## config.mk

```make
export PLATFORM = sky130hd
export DESIGN_NAME = sfr_file
export DESIGN_NICKNAME = d
export VERILOG_FILES = /design/src/rtl/sfr_file_pkg.sv /design/src/rtl/sfr_timer.sv /design/src/rtl/sfr_file.sv
export SDC_FILE = /design/constraint.sdc
export NUM_CORES = 1
export LEC_CHECK = 0
export ABC_AREA = 0
export CORE_UTILIZATION = 40
export CTS_BUF_LIST = sky130_fd_sc_hd__clkbuf_2 sky130_fd_sc_hd__clkbuf_4 sky130_fd_sc_hd__clkbuf_8
export CTS_CLUSTER_SIZE = 25
export DETAILED_ROUTE_END_ITERATION = 6
export PLACE_DENSITY_LB_ADDON = 0.08
export SLEW_MARGIN = 20
export SYNTH_ARGS = -nofsm -noshare
export SYNTH_HDL_FRONTEND = slang
export SYNTH_SLANG_ARGS = --single-unit
```

## constraint.sdc

```tcl
create_clock -name clock -period 2.2 [get_ports clock]
set_input_delay 0.33 -clock clock [delete_from_list [all_inputs] [get_ports clock]]
set_output_delay 0.33 -clock clock [all_outputs]
set_load 0.02 [all_outputs]
```

## src/rtl/sfr_file_pkg.sv

```systemverilog
// Shared definitions for the SFR file: register map, status-register layout,
// stack-pointer reset value and the timer prescale decode.
package sfr_file_pkg;

    localparam logic [2:0] SFR_SR   = 3'd0;
    localparam logic [2:0] SFR_SP   = 3'd1;
    localparam logic [2:0] SFR_TMR  = 3'd2;
    localparam logic [2:0] SFR_TCTL = 3'd3;

    // SR layout: [3:0] = {V,N,C,Z}, [6:4] software bits, [7] sticky timer overflow
    localparam int SR_FLAGS_MSB = 3;
    localparam int SR_IRQ       = 7;

    localparam int TCTL_EN = 0;

    localparam logic [7:0] SP_RESET = 8'hFF;

    // Terminal prescaler count: one timer tick every 1, 2, 4 or 8 cycles
    function automatic logic [2:0] prescale_limit(input logic [1:0] sel);
        case (sel)
            2'd0:    return 3'd0;
            2'd1:    return 3'd1;
            2'd2:    return 3'd3;
            default: return 3'd7;
        endcase
    endfunction

endpackage

```

## src/rtl/sfr_timer.sv

```systemverilog
// Timer engine: prescaler, TMR increment value and the overflow pulse that
// sets the sticky SR overflow bit.
module sfr_timer
    import sfr_file_pkg::*;
#(
    parameter int DATA_WIDTH = 8
) (
    input  logic                  clock,
    input  logic                  reset_n,
    input  logic [2:0]            tctl,
    input  logic                  tctl_wr,
    input  logic                  tmr_wr,
    input  logic [DATA_WIDTH-1:0] tmr,
    output logic                  tick,
    output logic [DATA_WIDTH-1:0] tmr_inc,
    output logic                  ovf
);

    logic [2:0] prescaler;
    logic [2:0] limit;

    assign limit   = prescale_limit(tctl[2:1]);
    assign tick    = tctl[TCTL_EN] && (prescaler == limit);
    assign tmr_inc = tmr + DATA_WIDTH'(1);
    // A same-cycle TMR write replaces the wrap, so it must not raise overflow
    assign ovf     = tick && !tmr_wr && (&tmr);

    always_ff @(posedge clock or negedge reset_n) begin
        if (!reset_n) begin
            prescaler <= 3'd0;
        end else if (!tctl[TCTL_EN] || tctl_wr || (prescaler == limit)) begin
            prescaler <= 3'd0;
        end else begin
            prescaler <= prescaler + 3'd1;
        end
    end

endmodule

```

## src/rtl/sfr_file.sv

```systemverilog
// Special function register file: status, stack pointer, timer and GP registers
// with explicit writes taking priority over implicit hardware updates.
module sfr_file
    import sfr_file_pkg::*;
#(
    parameter int DATA_WIDTH = 8,
    parameter int NUM_SFR    = 8
) (
    input  logic                  clock,
    input  logic                  reset_n,
    input  logic                  wr_en,
    input  logic [2:0]            wr_addr,
    input  logic [DATA_WIDTH-1:0] wr_data,
    input  logic [2:0]            rd_addr,
    output logic [DATA_WIDTH-1:0] rd_data,
    input  logic                  flag_wr_en,
    input  logic [3:0]            flags_in,
    input  logic                  sp_push,
    input  logic                  sp_pop,
    output logic [DATA_WIDTH-1:0] sp_out,
    output logic                  tmr_irq
);

    logic [DATA_WIDTH-1:0] regs      [NUM_SFR];
    logic [DATA_WIDTH-1:0] next_regs [NUM_SFR];

    logic                  tmr_tick;
    logic                  tmr_ovf;
    logic [DATA_WIDTH-1:0] tmr_inc;
    logic                  tctl_wr;
    logic                  tmr_wr;

    assign tctl_wr = wr_en && (wr_addr == SFR_TCTL);
    assign tmr_wr  = wr_en && (wr_addr == SFR_TMR);

    sfr_timer #(.DATA_WIDTH(DATA_WIDTH)) timer (
        .clock   (clock),
        .reset_n (reset_n),
        .tctl    (regs[SFR_TCTL][2:0]),
        .tctl_wr (tctl_wr),
        .tmr_wr  (tmr_wr),
        .tmr     (regs[SFR_TMR]),
        .tick    (tmr_tick),
        .tmr_inc (tmr_inc),
        .ovf     (tmr_ovf)
    );

    // Implicit updates first, explicit write last so it overrides them
    always_comb begin
        next_regs = regs;
        if (flag_wr_en) next_regs[SFR_SR][SR_FLAGS_MSB:0] = flags_in;
        if (tmr_ovf)    next_regs[SFR_SR][SR_IRQ] = 1'b1;
        if (sp_push && !sp_pop) begin
            next_regs[SFR_SP] = regs[SFR_SP] - DATA_WIDTH'(1);
        end else if (sp_pop && !sp_push) begin
            next_regs[SFR_SP] = regs[SFR_SP] + DATA_WIDTH'(1);
        end
        if (tmr_tick) next_regs[SFR_TMR] = tmr_inc;
        if (wr_en) begin
            next_regs[wr_addr] = wr_data;
            // Overflow is never lost to a concurrent SR write
            if ((wr_addr == SFR_SR) && tmr_ovf) next_regs[SFR_SR][SR_IRQ] = 1'b1;
        end
    end

    always_ff @(posedge clock or negedge reset_n) begin
        if (!reset_n) begin
            for (int i = 0; i < NUM_SFR; i++) regs[i] <= '0;
            regs[SFR_SP] <= DATA_WIDTH'(SP_RESET);
        end else begin
            regs <= next_regs;
        end
    end

    assign rd_data = (wr_en && (wr_addr == rd_addr)) ? wr_data : regs[rd_addr];
    assign sp_out  = regs[SFR_SP];
    assign tmr_irq = regs[SFR_SR][SR_IRQ];

endmodule

```

=== Word-level counts from Yosys, hierarchy flattened ===
Index checks and enable logic that the tools add are counted.

* Memories kept: 0
* Input port bits: 24
* Latch bits: 0
* Bits in registers: 67
* Output and inout port bits: 17
* RAM bits: 0
* Bits in read-only memories: 0

* Equal/unequal tests: 6
* Muxes and demuxes: 16
* Shift operators: 0
* Add/subtract/negate cells: 4
* Reductions and logical operators: 19
* Bitwise operators: 2
* Divide/modulo/power cells: 0
* Order comparisons: 3
* $mul: 0

{| class="wikitable"
|+ Operators by type and width
! cell !! number
|-
| $bwmux W64 || 1
|-
| $mux W64 || 1
|-
| $mux W8 || 7
|-
| $bmux W8 S3 || 1
|-
| $demux W8 S3 || 1
|-
| $add A8 B1 Y8 const B || 2
|-
| $logic_and A1 B1 Y1 || 10
|-
| $pmux W3 S3 || 1
|-
| $ge A4 B4 Y1 const B || 2
|-
| $not A3 Y4 || 2
|-
| $reduce_and A8 Y1 || 1
|-
| $sub A8 B1 Y8 const B || 1
|-
| $eq A3 B2 Y1 const B || 2
|-
| $eq A3 B3 Y1 || 2
|-
| $logic_not A1 Y1 || 4
|-
| $lt A4 B1 Y1 const B || 1
|-
| $mux W4 || 1
|-
| $add A3 B1 Y3 const B || 1
|-
| $logic_not A3 Y1 || 1
|-
| $mux W3 || 1
|-
| $eq A2 B1 Y1 const B || 1
|-
| $eq A2 B2 Y1 const B || 1
|-
| $logic_not A2 Y1 || 1
|-
| $logic_or A1 B1 Y1 || 2
|-
| $mux W1 || 2
|}

=== Depth between registers and ports, before layout ===
Gate-level depths: netlist of run 1.

* Depth in word-level cells: 10
* Gate-level depth with buffers: 7

=== Modules after synthesis ===
Synthesis of run 1 repeated with hierarchy kept, for this count alone.

* Cell total of the unflattened synthesis: 332
* Area total of the unflattened synthesis: 3836.2 µm²

{| class="wikitable"
|+ Modules (own cells, without submodules)
! module !! cells an instance !! area each (µm²) !! instances !! seq. area each (µm²)
|-
| sfr_file || 300 || 3524.6 || 1 || 1611.5
|-
| sfr_timer || 32 || 311.5 || 1 || 75.1
|}

=== Least setup slack after synthesis of run 1 ===
Ideal clock, no wire load.

* Kind: input-to-output
* Start: input rd_addr[1]
* End: output rd_data[5]
* Stages: 5
* Buffers on the path: 2
* Setup slack: 73 ps
* Arrival time: 1797 ps
* Cells stage by stage: clkbuf_1 -> buf_2 -> mux4_2 -> mux2i_1 -> a21oi_1

* Word-level cells in the longest chain between the ends: 5

{| class="wikitable"
|+ RTL lines
! item !! line !! text
|-
| start: declaration || sfr_file.sv:14 || <nowiki>input logic [2:0] rd_addr,</nowiki>
|-
| $not A3 Y4 (implied by the code) || sfr_file.sv:75 || <nowiki>assign rd_data = (wr_en && (wr_addr == rd_addr)) ? wr_data : regs[rd_addr];</nowiki>
|-
| $bmux W8 S3 || sfr_file.sv:75 ||
|-
| $mux W8 (implied by the code) (2 in series) || sfr_file.sv:75 ||
|-
| $mux W8 * || sfr_file.sv:75 ||
|-
| end: declaration || sfr_file.sv:15 || <nowiki>output logic [DATA_WIDTH-1:0] rd_data,</nowiki>
|}

Mark *: on every way between the ends. The rest lies on a longest branch, timed or not. The select of a mux whose other input is x is not followed.

=== Worst setup path after layout of run 1 ===
* Start: input rd_addr[0]
* End: output rd_data[1]

The elaborated chain is that of the path after synthesis.

==> impl_metrics.tcl, run 1 <==
set metrics [dict create \
    start_kind "input port" \
    io_pins 41 \
    postCtsHoldBufs 0 \
    syn_inst 324 \
    worst_ep_required_time_ns 1.87 \
    io_buffers 40 \
    grt_max_degree 68 \
    r2r_slack_ns 0.10 \
    ff_latch_area_um2 1687 \
    die_area_um2 9734 \
    fin_area_um2 4686 \
    critPathKind "input port to output pin" \
    die_h_um 98.66 \
    power_density_nw_per_um2 935.7 \
    hold_ws_ns -0.003086 \
    pwr-share-clk 0.227 \
    antenna_found_initial 0 \
    finalCritPeriodShare 0.9775 \
    slew_headroom 0.7212 \
    ys_warn_count 0 \
    cts_tree "yes" \
    finalMaxSlewViolations 0 \
    post_drt_via_cell_ratio 5.357 \
    rsz0062_at_grt "yes" \
    drtPass1Iterations 4 \
    post_cts_buffers 0 \
    htreeDepth 3 \
    postPlaceCellArea_um2 4483 \
    r2r_cells 5 \
    setup-tns-final_ns 0 \
    clock_path_buffers 2 \
    dp_hpwl_um 6431 \
    cts_sinks 67 \
    p_comb_frac 0.339 \
    hold_viol_final 4 \
    seq_area_frac_synth 0.4513 \
    synth-seq-cells 67 \
    drtIter0Drc 127 \
    arrival_ns 1.82 \
    start_util 0.4203 \
    synth_area_um2 3737 \
    grt_pass1_vias 2796 \
    cap_viol_max_count 0 \
    fin_nets 421 \
    std_cell_rows 34 \
    numCtsBuffers 9 \
    mostFrequentLayoutCells "59 x dfrtp_1, 43 x mux2_2, 42 x buf_4" \
    grt_pass1_wl_um 14830 \
    fillers 790 \
    fmax_mhz 465.0 \
    period_needed_ns 2.151 \
    critPathMaxFanout 6 \
    switching_share 0.3213 \
    drc 0 \
    seq_power_share 0.434 \
    ys_types 41 \
    run_status "finished with violations" \
    totalWireLength_um 8805 \
    path_clk_slew_ns 0.07 \
    p_total_mw 4.384 \
    synth_fp_nets 352 \
    vias 2700 \
    insertion_delay_ns 0.34 \
    intPower_mw 2.976 \
    cts_root_buf "clkbuf_8" \
    setup_viol 0 \
    p_sw_mw 1.409 \
    ir_drop_uv 395.3 \
    diodes 0 \
    postRouteAntennaNets 0 \
    layout_commonest_cell "dfrtp_1" \
    avgSynthCellArea_um2 11.53 \
    violations "negative hold slack" \
    fin_skew_ns 0.007442 \
    hold_path.class "input port to async pin" \
    p_leak_nw 1.964 \
    rr_endpoint "regs[44]" \
    routabilityCongestion 0.7636 \
    drt-wirelength-per-cell_um 17.47 \
    die_w_um 98.66 \
    fp.coreArea_um2 8891 \
    drive_above_1_share 0.3535 \
    tightest_slew_ns 0.4124 \
    syn_to_final_growth_pct 25.38 \
    cp-end-kind "output pin" \
    multiInputGateArea_um2 1877 \
    grt_usage 0.2014 \
    globalRouteOverflowTotal 0 \
]
-- timing repair --
item / in CTS / in global routing
hold endpoints to repair: 0 / 0
cloned: 1 / 0
endpoints found under the setup margin: 8 / 8
resized for setup: 29 / 7
-- kinds of logic (layout without fill, tap and decap cells) --
logic type               after synthesis  in the layout  synth area share
XOR/XNOR                              16             16           0.03749
multiplexers                          72             72            0.2618
adder cells (fa/ha/maj)                4              4           0.01339
AO/OA/AOI/OAI                         48             48           0.07298
flip-flops                            67             67            0.4513
AND/OR/NAND/NOR                       82             82            0.1145
buffers and inverters                 35            107           0.04854
-- area by class of cell --
cell class | instances | area share
Multi-Input combinational cell | 222 | 0.4005
Sequential cell | 67 | 0.3599
Timing Repair Buffer | 88 | 0.1672
Clock buffer | 11 | 0.03097
Tap cell | 108 | 0.02884
Clock inverter | 3 | 0.008545
Inverter | 5 | 0.004005
-- worst max-delay path by stage --
stage / from / end / slack [ns]
final: rd_addr[0] / rd_data[1] / 0.05
after global routing: flip-flop / regs[46] / -0.005
after CTS: wr_addr[1] / rd_data[7] / 0.02
after detailed placement: rd_addr[1] / rd_data[1] / -0.45
after global placement: rd_addr[1] / rd_data[1] / -0.46
after floorplan: rd_addr[1] / rd_data[5] / 0.07
-- routing by layer --
metal | GRT usage | up-vias | routed length, um
met3 | 0.04184 | 5 | 327
li1 | - | 1321 | -
met5 | 0 | - | 0
met4 | 0.06200 | 0 | 83
met1 | 0.2593 | 1330 | 3975
met2 | 0.3424 | 44 | 4418
-- power groups by stage --
stage	logic [mW]	clock network, mW	registers [mW]
floorplan	1.02	0	1.85
global route	1.65	1.08	1.96
global placement	1.51	0	1.93
finish	1.49	0.994	1.90
CTS	1.53	1.03	1.91
detailed placement	1.53	0	1.93
-- cell usage after synthesis --
library cell | instances | area [um2]
a211oi_1 | 3 | 22.52
or2_0 | 1 | 6.260
o21ai_0 | 26 | 130.1
mux4_2 | 15 | 337.8
nand4b_1 | 3 | 26.28
dfstp_2 | 8 | 210.2
nand3_1 | 7 | 35.03
buf_4 | 9 | 67.56
a41oi_1 | 1 | 8.760
nor3b_1 | 2 | 15.01
o211ai_1 | 1 | 7.510
o31a_1 | 3 | 26.28
buf_2 | 7 | 35.03
a21oi_1 | 11 | 55.05
mux4_1 | 1 | 26.28
nand2b_1 | 2 | 12.51
nand2_1 | 28 | 105.1
mux2_2 | 43 | 484.2
dfrtp_1 | 59 | 1476
nor2b_1 | 2 | 12.51
and2b_1 | 1 | 7.510
and2_1 | 1 | 6.260
nor3_1 | 5 | 25.02
nor4bb_1 | 1 | 10.01
mux2i_1 | 13 | 130.1
nand4_1 | 8 | 50.05
ha_1 | 4 | 50.05
or4_1 | 3 | 22.52
or3_1 | 3 | 18.77
nor4b_1 | 1 | 8.760
o31ai_1 | 1 | 7.510
buf_1 | 1 | 3.750
clkbuf_1 | 12 | 45.04
a22oi_1 | 2 | 15.01
xor2_1 | 5 | 43.79
buf_6 | 1 | 11.26
nor2_1 | 12 | 45.04
xnor2_1 | 11 | 96.34
inv_1 | 5 | 18.77
nor3b_2 | 1 | 12.51
and4_1 | 1 | 8.760
-- metrics by stage --
stage	instances	hold slack [ns]	util	worst slack, ns
floorplan	324	0.03441	-	0.07335
finish	504	-0.003086	0.5270	0.04946
global route	504	0.02584	0.5270	-0.004679
detailed placement	489	0.3810	0.5042	-0.4499
CTS	504	0.004106	0.5315	0.01848
global placement	489	0.3839	0.5042	-0.4599
-- critical path: stages --
cell and delay, ns:
clkdlybuf4s15_2 0.21, bufbuf_16 0.27, mux4_2 0.51, mux2i_1 0.15, a21oi_1 0.08, clkdlybuf4s15_2 0.25
(Power assumes the default switching activity.)
==> run 2: changes to the inputs <==
- GPL_TIMING_DRIVEN: unset -> 0
- clock period: 2.2 -> 1.79 ns (I/O delays scaled with it)
==> impl_metrics.tcl, run 2 (synthesis results as in run 1) <==
set metrics [dict create \
    arrival_ns 2.30 \
    fmax_mhz 479.3 \
    std_cell_rows 34 \
    fin_skew_ns 0.006113 \
    cap_viol_max_count 0 \
    fillers 779 \
    globalRouteOverflowTotal 0 \
    drtIter0Drc 127 \
    drive_above_1_share 0.4399 \
    hold_viol_final 0 \
    min_from "wr_data[7]" \
    critPathKind "flip-flop to flip-flop" \
    postRouteAntennaNets 0 \
    grt_pass1_wl_um 14970 \
    p_leak_nw 1.935 \
    hold_ws_ns 0.2346 \
    run_status "finished with violations" \
    diodes 0 \
    setup_ws_ns -0.2964 \
    die_w_um 98.66 \
    worstHoldPathCells 3 \
    holdPathEnd "sp_out[7]" \
    grt_max_degree 37 \
    violations "negative setup slack" \
    cts_root_buf "clkbuf_8" \
    path_clk_slew_ns 0.07 \
    rr_endpoint "regs[46]" \
    routabilityCongestion 0.8217 \
    mostFrequentLayoutCells "57 x dfrtp_1, 43 x mux2_2, 37 x buf_4" \
    htreeDepth 3 \
    finalCritPeriodShare 1.166 \
    io_pins 41 \
    slew_headroom 0.4903 \
    cts_sinks 67 \
    vias 2750 \
    post_drt_via_cell_ratio 5.511 \
    p_total_mw 5.815 \
    start_util 0.4203 \
    fp.coreArea_um2 8891 \
    r2r_slack_ns -0.30 \
    worst_ep_required_time_ns 2.00 \
    dp_hpwl_um 6299 \
    clock_path_buffers 2 \
    finalMaxSlewViolations 0 \
    setup_viol 17 \
    numCtsBuffers 9 \
    io_buffers 27 \
    antenna_found_initial 0 \
    fin_cells 499 \
    r2r_cells 7 \
    die_area_um2 9734 \
    ir_drop_uv 531.7 \
    dp_cells 460 \
    drtPass1Iterations 4 \
    die_h_um 98.66 \
    drc 0 \
    grt_pass1_vias 2778 \
    power_density_nw_per_um2 1225 \
    syn_to_final_growth_pct 27.02 \
    hold_path.class "input port to flip-flop" \
    tightest_slew_ns 0.7586 \
    totalWireLength_um 9333 \
    drt-wirelength-per-cell_um 18.70 \
    start_kind "flip-flop" \
    rsz0062_at_grt "yes" \
    cts_tree "yes" \
    fin_util 0.5339 \
    insertion_delay_ns 0.35 \
    cp-end-kind "flip-flop" \
    layout_commonest_cell "dfrtp_1" \
    period_needed_ns 2.086 \
    grt_usage 0.2049 \
    fin_nets 415 \
    pre_cts_slack_ns -0.7589 \
    critPathMaxFanout 6 \
]
==> run 2: what timing repair did <==
| item | CTS | global route |
|---|---|---|
| endpoints found under the hold margin | 31 | 0 |
| setup buffers | 20 | 4 |
| resized for setup | 70 | 21 |
| cloned | 0 | 0 |
| setup endpoints to repair | 25 | 20 |
| hold buffers | 1 | 0 |
| pin swaps | 12 | 10 |
==> run 2: through the flow <==
stage | TNS [ns] | cell area (um2)
floorplan | -0.2283 | 3829
global placement | -133.38 | 4234
detailed placement | -10.40 | 4252
CTS | -3.101 | 4647
global route | -4.508 | 4747
finish | -2.874 | 4747
==> run 2: area by class of cell <==
class | instances | area, um2 | area share
clock inverter | 2 | 10.01 | 0.002109
tap | 108 | 135.1 | 0.02847
sequential | 67 | 1689 | 0.3558
inverter | 5 | 18.77 | 0.003954
multi-input combinational | 222 | 2038 | 0.4294
clock buffer | 13 | 172.7 | 0.03637
timing repair buffer | 53 | 473.0 | 0.09963
buffer | 29 | 210.2 | 0.04428
==> run 2: worst max-delay path, stage by stage, from the launching register on <==
cell,delay (ns)
dfrtp_1,0.43
buf_6,0.14
or4_4,0.54
or2_4,0.25
buf_8,0.14
a211oi_4,0.25
xnor2_2,0.14
o21ai_1,0.07
==> run 2: layer usage <==
metal	wire length (um)	GRT usage
met5	0	0
met3	341	0.05887
met2	4459	0.3299
met1	4332	0.2709
met4	199	0.05855
==> run 2: power by group <==
| group | switching (mW) | internal, mW |
|---|---|---|
| clock | 0.569 | 0.620 |
| sequential | 0.305 | 1.97 |
| combinational | 1.06 | 1.29 |
==> run 2: how the worst max path moves through the flow <==
stage	from	endpoint	slack [ns]	depth (start not counted)
detailed placement	rd_addr[0]	rd_data[0]	-0.76	7
floorplan	sp_out[1]	sp_out[7]	-0.15	5
finish	flip-flop	regs[46]	-0.30	7
global route	flip-flop	regs[46]	-0.38	7
global placement	reset_n	async pin	-1.95	1
CTS	flip-flop	regs[46]	-0.31	7
